`src/rtl/ycr1_wb_burst_master.sv`:
```
// Wishbone burst master: turns one line-transfer request into a single
// Wishbone burst (constant stb/adr/bl/we for the whole burst), streams read
// beats out and write words in, and reports completion with an error flag.
// Optional no-ack watchdog is enabled by defining YCR1_WB_TIMEOUT_EN.
// Write data: wbd_dat_o is wdat_i registered, so after a pop the next word
// reaches the bus one cycle after the upstream buffer presents it.

module ycr1_wb_burst_master #(
    parameter int unsigned MAX_BL      = 16,
    parameter int unsigned TIMEOUT_CYC = 1024
) (
    input  logic        clk,
    input  logic        rst,

    input  logic        req_valid_i,
    output logic        req_ready_o,
    input  logic        req_we_i,
    input  logic [31:0] req_addr_i,
    input  logic [9:0]  req_len_i,

    input  logic [31:0] wdat_i,
    output logic        wdat_pop_o,

    output logic [31:0] rdat_o,
    output logic        rdat_valid_o,
    output logic        rdat_last_o,

    output logic        done_o,
    output logic        err_o,

    output logic        wbd_stb_o,
    output logic        wbd_we_o,
    output logic [31:0] wbd_adr_o,
    output logic [31:0] wbd_dat_o,
    output logic [3:0]  wbd_sel_o,
    output logic [9:0]  wbd_bl_o,
    input  logic [31:0] wbd_dat_i,
    input  logic        wbd_ack_i,
    input  logic        wbd_lack_i,
    input  logic        wbd_err_i
);

    localparam logic [1:0] IDLE  = 2'd0;
    localparam logic [1:0] BURST = 2'd1;
    localparam logic [1:0] GAP   = 2'd2;

    localparam logic [9:0]  MaxBl = 10'(MAX_BL);
    localparam logic [15:0] ToLim = 16'(TIMEOUT_CYC);

    logic [1:0]  state_q, state_d;
    logic [9:0]  cnt_q, cnt_d;
    logic [9:0]  len_q, len_d;
    logic        err_lat_q, err_lat_d;
    logic        stb_q, stb_d;
    logic        we_q, we_d;
    logic [31:0] adr_q, adr_d;
    logic [31:0] dat_q, dat_d;
    logic [3:0]  sel_q, sel_d;
    logic [9:0]  bl_q, bl_d;
    logic [31:0] rdat_q, rdat_d;
    logic        rvld_q, rvld_d;
    logic        rlast_q, rlast_d;
    logic        done_q, done_d;
    logic        err_q, err_d;

    logic accept;
    logic len_ok;
    logic in_burst;
    logic bus_err;
    logic beat;
    logic last_beat;
    logic short_end;
    logic to_hit;

    // Byte offset is dropped: bursts are always word aligned.
    logic unused_addr;
    assign unused_addr = ^req_addr_i[1:0];

    assign accept    = (state_q == IDLE) && req_valid_i;
    assign len_ok    = (req_len_i != 10'd0) && (req_len_i <= MaxBl);
    assign in_burst  = (state_q == BURST);
    // err_i outranks a simultaneous ack: that beat is discarded.
    assign bus_err   = in_burst && wbd_err_i;
    assign beat      = in_burst && wbd_ack_i && !wbd_err_i;
    assign last_beat = beat && (cnt_q == len_q);
    // lack before the final beat means the slave cut the burst short.
    assign short_end = in_burst && !wbd_err_i && wbd_lack_i && !last_beat;

    assign wdat_pop_o = beat && we_q;

`ifdef YCR1_WB_TIMEOUT_EN
    logic [15:0] to_q, to_d;

    // Watchdog: counts BURST cycles since entry or since the last ack.
    always_comb begin
        to_d = to_q;
        if (state_q == IDLE) begin
            to_d = 16'd0;
        end else if (in_burst) begin
            to_d = wbd_ack_i ? 16'd0 : to_q + 16'd1;
        end
    end

    assign to_hit = in_burst && !wbd_ack_i && ((to_q + 16'd1) == ToLim);

    // Watchdog counter register.
    always_ff @(posedge clk) begin
        if (rst) begin
            to_q <= 16'd0;
        end else begin
            to_q <= to_d;
        end
    end
`else
    logic unused_to;
    assign unused_to = ^ToLim;
    assign to_hit    = 1'b0;
`endif

    // Next-state and output-register logic for the burst sequencer.
    always_comb begin
        state_d   = state_q;
        cnt_d     = cnt_q;
        len_d     = len_q;
        err_lat_d = err_lat_q;
        stb_d     = stb_q;
        we_d      = we_q;
        adr_d     = adr_q;
        dat_d     = dat_q;
        sel_d     = sel_q;
        bl_d      = bl_q;
        rdat_d    = rdat_q;
        rvld_d    = 1'b0;
        rlast_d   = 1'b0;
        done_d    = 1'b0;
        err_d     = 1'b0;

        case (state_q)
            IDLE: begin
                if (accept) begin
                    if (len_ok) begin
                        state_d   = BURST;
                        stb_d     = 1'b1;
                        we_d      = req_we_i;
                        adr_d     = {req_addr_i[31:2], 2'b00};
                        bl_d      = req_len_i;
                        sel_d     = 4'hF;
                        cnt_d     = 10'd1;
                        len_d     = req_len_i;
                        err_lat_d = 1'b0;
                        dat_d     = wdat_i;
                    end else begin
                        // Bad length: no bus cycle, just report the error.
                        done_d = 1'b1;
                        err_d  = 1'b1;
                    end
                end
            end
            BURST: begin
                dat_d = wdat_i;
                if (beat) begin
                    cnt_d = cnt_q + 10'd1;
                    if (!we_q) begin
                        rdat_d  = wbd_dat_i;
                        rvld_d  = 1'b1;
                        rlast_d = (cnt_q == len_q);
                    end
                end
                if (bus_err || last_beat || short_end || to_hit) begin
                    state_d   = GAP;
                    stb_d     = 1'b0;
                    err_lat_d = bus_err || short_end || to_hit;
                end
            end
            GAP: begin
                state_d = IDLE;
                done_d  = 1'b1;
                err_d   = err_lat_q;
            end
            default: begin
                state_d = IDLE;
                stb_d   = 1'b0;
            end
        endcase
    end

    // State and output registers with synchronous reset.
    always_ff @(posedge clk) begin
        if (rst) begin
            state_q   <= IDLE;
            cnt_q     <= 10'd0;
            len_q     <= 10'd0;
            err_lat_q <= 1'b0;
            stb_q     <= 1'b0;
            we_q      <= 1'b0;
            adr_q     <= 32'd0;
            dat_q     <= 32'd0;
            sel_q     <= 4'd0;
            bl_q      <= 10'd0;
            rdat_q    <= 32'd0;
            rvld_q    <= 1'b0;
            rlast_q   <= 1'b0;
            done_q    <= 1'b0;
            err_q     <= 1'b0;
        end else begin
            state_q   <= state_d;
            cnt_q     <= cnt_d;
            len_q     <= len_d;
            err_lat_q <= err_lat_d;
            stb_q     <= stb_d;
            we_q      <= we_d;
            adr_q     <= adr_d;
            dat_q     <= dat_d;
            sel_q     <= sel_d;
            bl_q      <= bl_d;
            rdat_q    <= rdat_d;
            rvld_q    <= rvld_d;
            rlast_q   <= rlast_d;
            done_q    <= done_d;
            err_q     <= err_d;
        end
    end

    assign req_ready_o  = (state_q == IDLE);
    assign wbd_stb_o    = stb_q;
    assign wbd_we_o     = we_q;
    assign wbd_adr_o    = adr_q;
    assign wbd_dat_o    = dat_q;
    assign wbd_sel_o    = sel_q;
    assign wbd_bl_o     = bl_q;
    assign rdat_o       = rdat_q;
    assign rdat_valid_o = rvld_q;
    assign rdat_last_o  = rlast_q;
    assign done_o       = done_q;
    assign err_o        = err_q;

endmodule
```
`config.mk`:
```
export PLATFORM = sky130hd
export DESIGN_NAME = ycr1_wb_burst_master
export DESIGN_NICKNAME = d
export VERILOG_FILES = /design/src/rtl/ycr1_wb_burst_master.sv
export SDC_FILE = /design/constraint.sdc
export NUM_CORES = 1
export LEC_CHECK = 0
export ABC_CLOCK_PERIOD_IN_PS = 2520
export BUFFER_PORTS_ARGS = -buffer_cell sky130_fd_sc_hd__buf_4
export CAP_MARGIN = 20
export CORE_MARGIN = 2
export CORE_UTILIZATION = 29
export DETAILED_ROUTE_END_ITERATION = 8
export SLEW_MARGIN = 5
export SYNTH_ARGS = -nofsm -noshare
export SYNTH_HDL_FRONTEND = slang
export SYNTH_SLANG_ARGS = --single-unit
```
`constraint.sdc`:
```
create_clock -name clk -period 2.52 [get_ports clk]
set_input_delay 0.504 -clock clk [delete_from_list [all_inputs] [get_ports clk]]
set_output_delay 0.504 -clock clk [all_outputs]
set_load 0.02 [all_outputs]
```
==> key figures <==
Critical path
  – Crit-path max FO: 10
  – Reg2reg path depth: 6
  – Setup CP Type: reg2out
  – Setup crit end kind: output port
  – Worst R2R Start: state_q[0]
  – CP required: 2.02 ns
  – Data arrival, critical path: 1.60 ns
  – CP startpoint kind: register
  – FF-to-FF End: state_q[0]
  – R2R setup slack: 0.59 ns

Min path
  – Hold Crit Start: wdat_i[1]
  – Worst Hold Depth: 3
  – Worst hold path type: in2reg
  – End of the worst hold path: wbd_dat_o[1]

Clocking
  – Clock buffer count from CTS: 17
  – Post CTS Setup Buffer Count: 0
  – Hold_buf cts: 0
  – Root Driver: clkbuf_16
  – CTS tree: done
  – H-tree depth: 4
  – Post-cts sizing count: 0
  – Clock Latency Late Sink: 0.41 ns
  – Longest Clk Path Bufs: 2
  – Clock Sink Count: 124
  – Reg clk slew, reported paths: 0.05 ns

Finish
  – Multi-input logic area: 1880 um^2
  – Final Cell Area: 7040 um^2
  – Share of layout cells above drive strength 1: 34.9%
  – Fin nets: 895
  – Sequential cell area: 2480 um^2
  – Post-layout util: 46.1%
  – Fill cell count: 1551
  – Layout area overhead: 54.5%

Place
  – Post-DP HPWL: 9.48 mm
  – Dpl ws: 0.150 ns
  – Final GP Congestion: 0.753
  – Port-buffer cells: 226
  – Post-place instance area: 6460 um^2

Synth
  – Cell taking the most area after synthesis: dfxtp_1
  – Mapped Cells: 560
  – Mean Syn Cell Area: 8.14 um^2
  – Yosys warning count: 0
  – Netlist cell types: 35
  – Sequential-to-total area share from yosys stat: 54.5%
  – Top-area cell type share of the netlist area: 54.5%
  – Mapped cell area: 4560 um^2
  – Top post-synthesis cells by area: dfxtp_1 54%, nand2_1 17%, a21oi_1 11%, xnor2_1 2.3%, buf_2 1.5%
  – #FFs+latches synth: 124

Job
  – Number of max-cap violations: 0

Global route
  – Vias in the first global route: 4123
  – M1 GR Usage: 19.3%
  – First-pass GRT wire length: 20.9 mm
  – Largest net degree at the start of global routing: 43
  – Grt met2 use: 25.2%
  – GRT met3 Usage: 7.64%
  – Tot GR Track Use: 16.0%
  – Initial antenna violation count: 1
  – Global routing's busiest layer: met2
  – Remaining Overflow, GRT: 0

Floorplanning
  – Die width: 129 um
  – Core area: 15300 um^2
  – Die area: 16700 um^2
  – # IOs: 231
  – Initial core utilization: 29.9%
  – Site Rows: 45
  – Die height: 129 um

STA
  – Slew headroom: 48.7%
  – Setup violations, final: 0
  – Final setup margin: 0.415 ns
  – RSZ-0062 raised after global routing: false
  – Slew Viols, Final: 0
  – Crit path time final: 2.11 ns
  – Final setup TNS: 0 ns
  – Clock skew: 0.00624 ns
  – Count of final hold-check violations: 0
  – Final worst-path cycle share: 83.5%
  – Worst-Margin Slew: 0.764 ns
  – Fmax: 475 MHz

Run status
  – Status: finished, final reports clean

Routing
  – Drt total wl: 13.5 mm
  – Drt initial violations: 151
  – First-pass detailed-route iteration total: 5
  – DRT antenna net count: 0
  – WL/cell: 13.4 um
  – Vias: 4424
  – Vias per Instance: 4.40
  – DRC: 0

Pwr
  – Pleak: 2.93 nW
  – Pwr Total: 4.57 mW
  – Max IR drop VDD: 0.403 mV
  – Power Density: 650 nW/um^2
-- registers in the layout (all words and copies together), names as in the netlist, 2 cells and up --
register and count:
cnt_q 10, wbd_adr_o 30, wbd_bl_o 10, wbd_dat_o 32
rdat_o 32, state_q 2
-- critical path, stage by stage (launching register included) --
cell	delay [ns]
dfxtp_1	0.45
nor4bb_2	0.25
buf_4	0.22
and2_1	0.14
buf_4	0.14
-- where the power goes --
group	internal (mW)	switching, mW	leakage, nW
sequential	1.97	0.00512	0.999
combinational	0.134	0.0994	1.65
clock	1.50	0.870	0.281
total	3.60	0.974	2.93
-- synthesized netlist by cell type (all sizes together) --
cell / number
and3: 7
o21ai: 2
a211oi: 2
a31oi: 2
a32oi: 1
buf: 22
conb: 1
dfxtp: 124
xnor2: 12
and2: 1
ha: 1
nand2: 208
nor4: 2
or3: 1
nand3: 6
a31o: 1
xor2: 7
nand3b: 2
clkbuf: 17
nor2b: 2
a21oi: 103
nor4b: 1
nand2b: 1
nand4: 6
nor4bb: 1
nor2: 18
nor3: 3
o32ai: 1
inv: 2
and4: 3
-- cells by family after synthesis --
kind of cell,Yosys count,synth area share [%]
simple gates,262,24.1
flops,124,54.5
buf+inv,41,4.59
fa+ha+maj,1,0.275
compound gates,112,12.9
other cells,1,0.0823
xor+xnor,19,3.65
-- stage by stage --
stage / hold WS (ns) / std cells
after floorplan: 0.450 / 561
after global placement: 0.440 / 973
after detailed placement: 0.444 / 973
after CTS: 0.320 / 1005
after global routing: 0.317 / 1006
final: 0.342 / 1006
-- cell type report --
cell class,count,share of cell area [%]
clock buffers,20,6.49
flip-flops and latches,124,35.3
diodes,1,0.0356
multi-input cells,396,26.7
well taps,211,3.75
inverters,2,0.107
clock inverters,12,1.72
repair buffers,240,26.0
-- layout by cell type, fill, tap and decap left out, types with 7 or more instances in the layout --
cell	count
a21oi_1	103
and3_1	7
buf_4	238
clkbuf_16	17
dfxtp_1	124
nand2_1	208
nor2_1	17
xnor2_1	12
xor2_1	7
-- routing by layer --
layer,vias up,part of all wire [%]
li1,2264,-
met1,1988,43
met2,157,46
met3,15,9.0
met4,0,1.7
met5,-,0
-- worst max-delay path by stage --
| stage | start | endpoint | slack (ns) | cells past startpoint |
|---|---|---|---|---|
| global placement | req_len_i[0] | cnt_q[8] | 0.17 | 7 |
| finish | state_q[0] | wdat_pop_o | 0.41 | 4 |
| CTS | state_q[0] | wdat_pop_o | 0.41 | 4 |
| global route | state_q[0] | wdat_pop_o | 0.29 | 4 |
| floorplan | req_len_i[5] | wbd_adr_o[10] | 0.65 | 7 |
| detailed placement | req_len_i[0] | cnt_q[8] | 0.15 | 7 |
No activity file was read; power rests on OpenSTA's default activity.
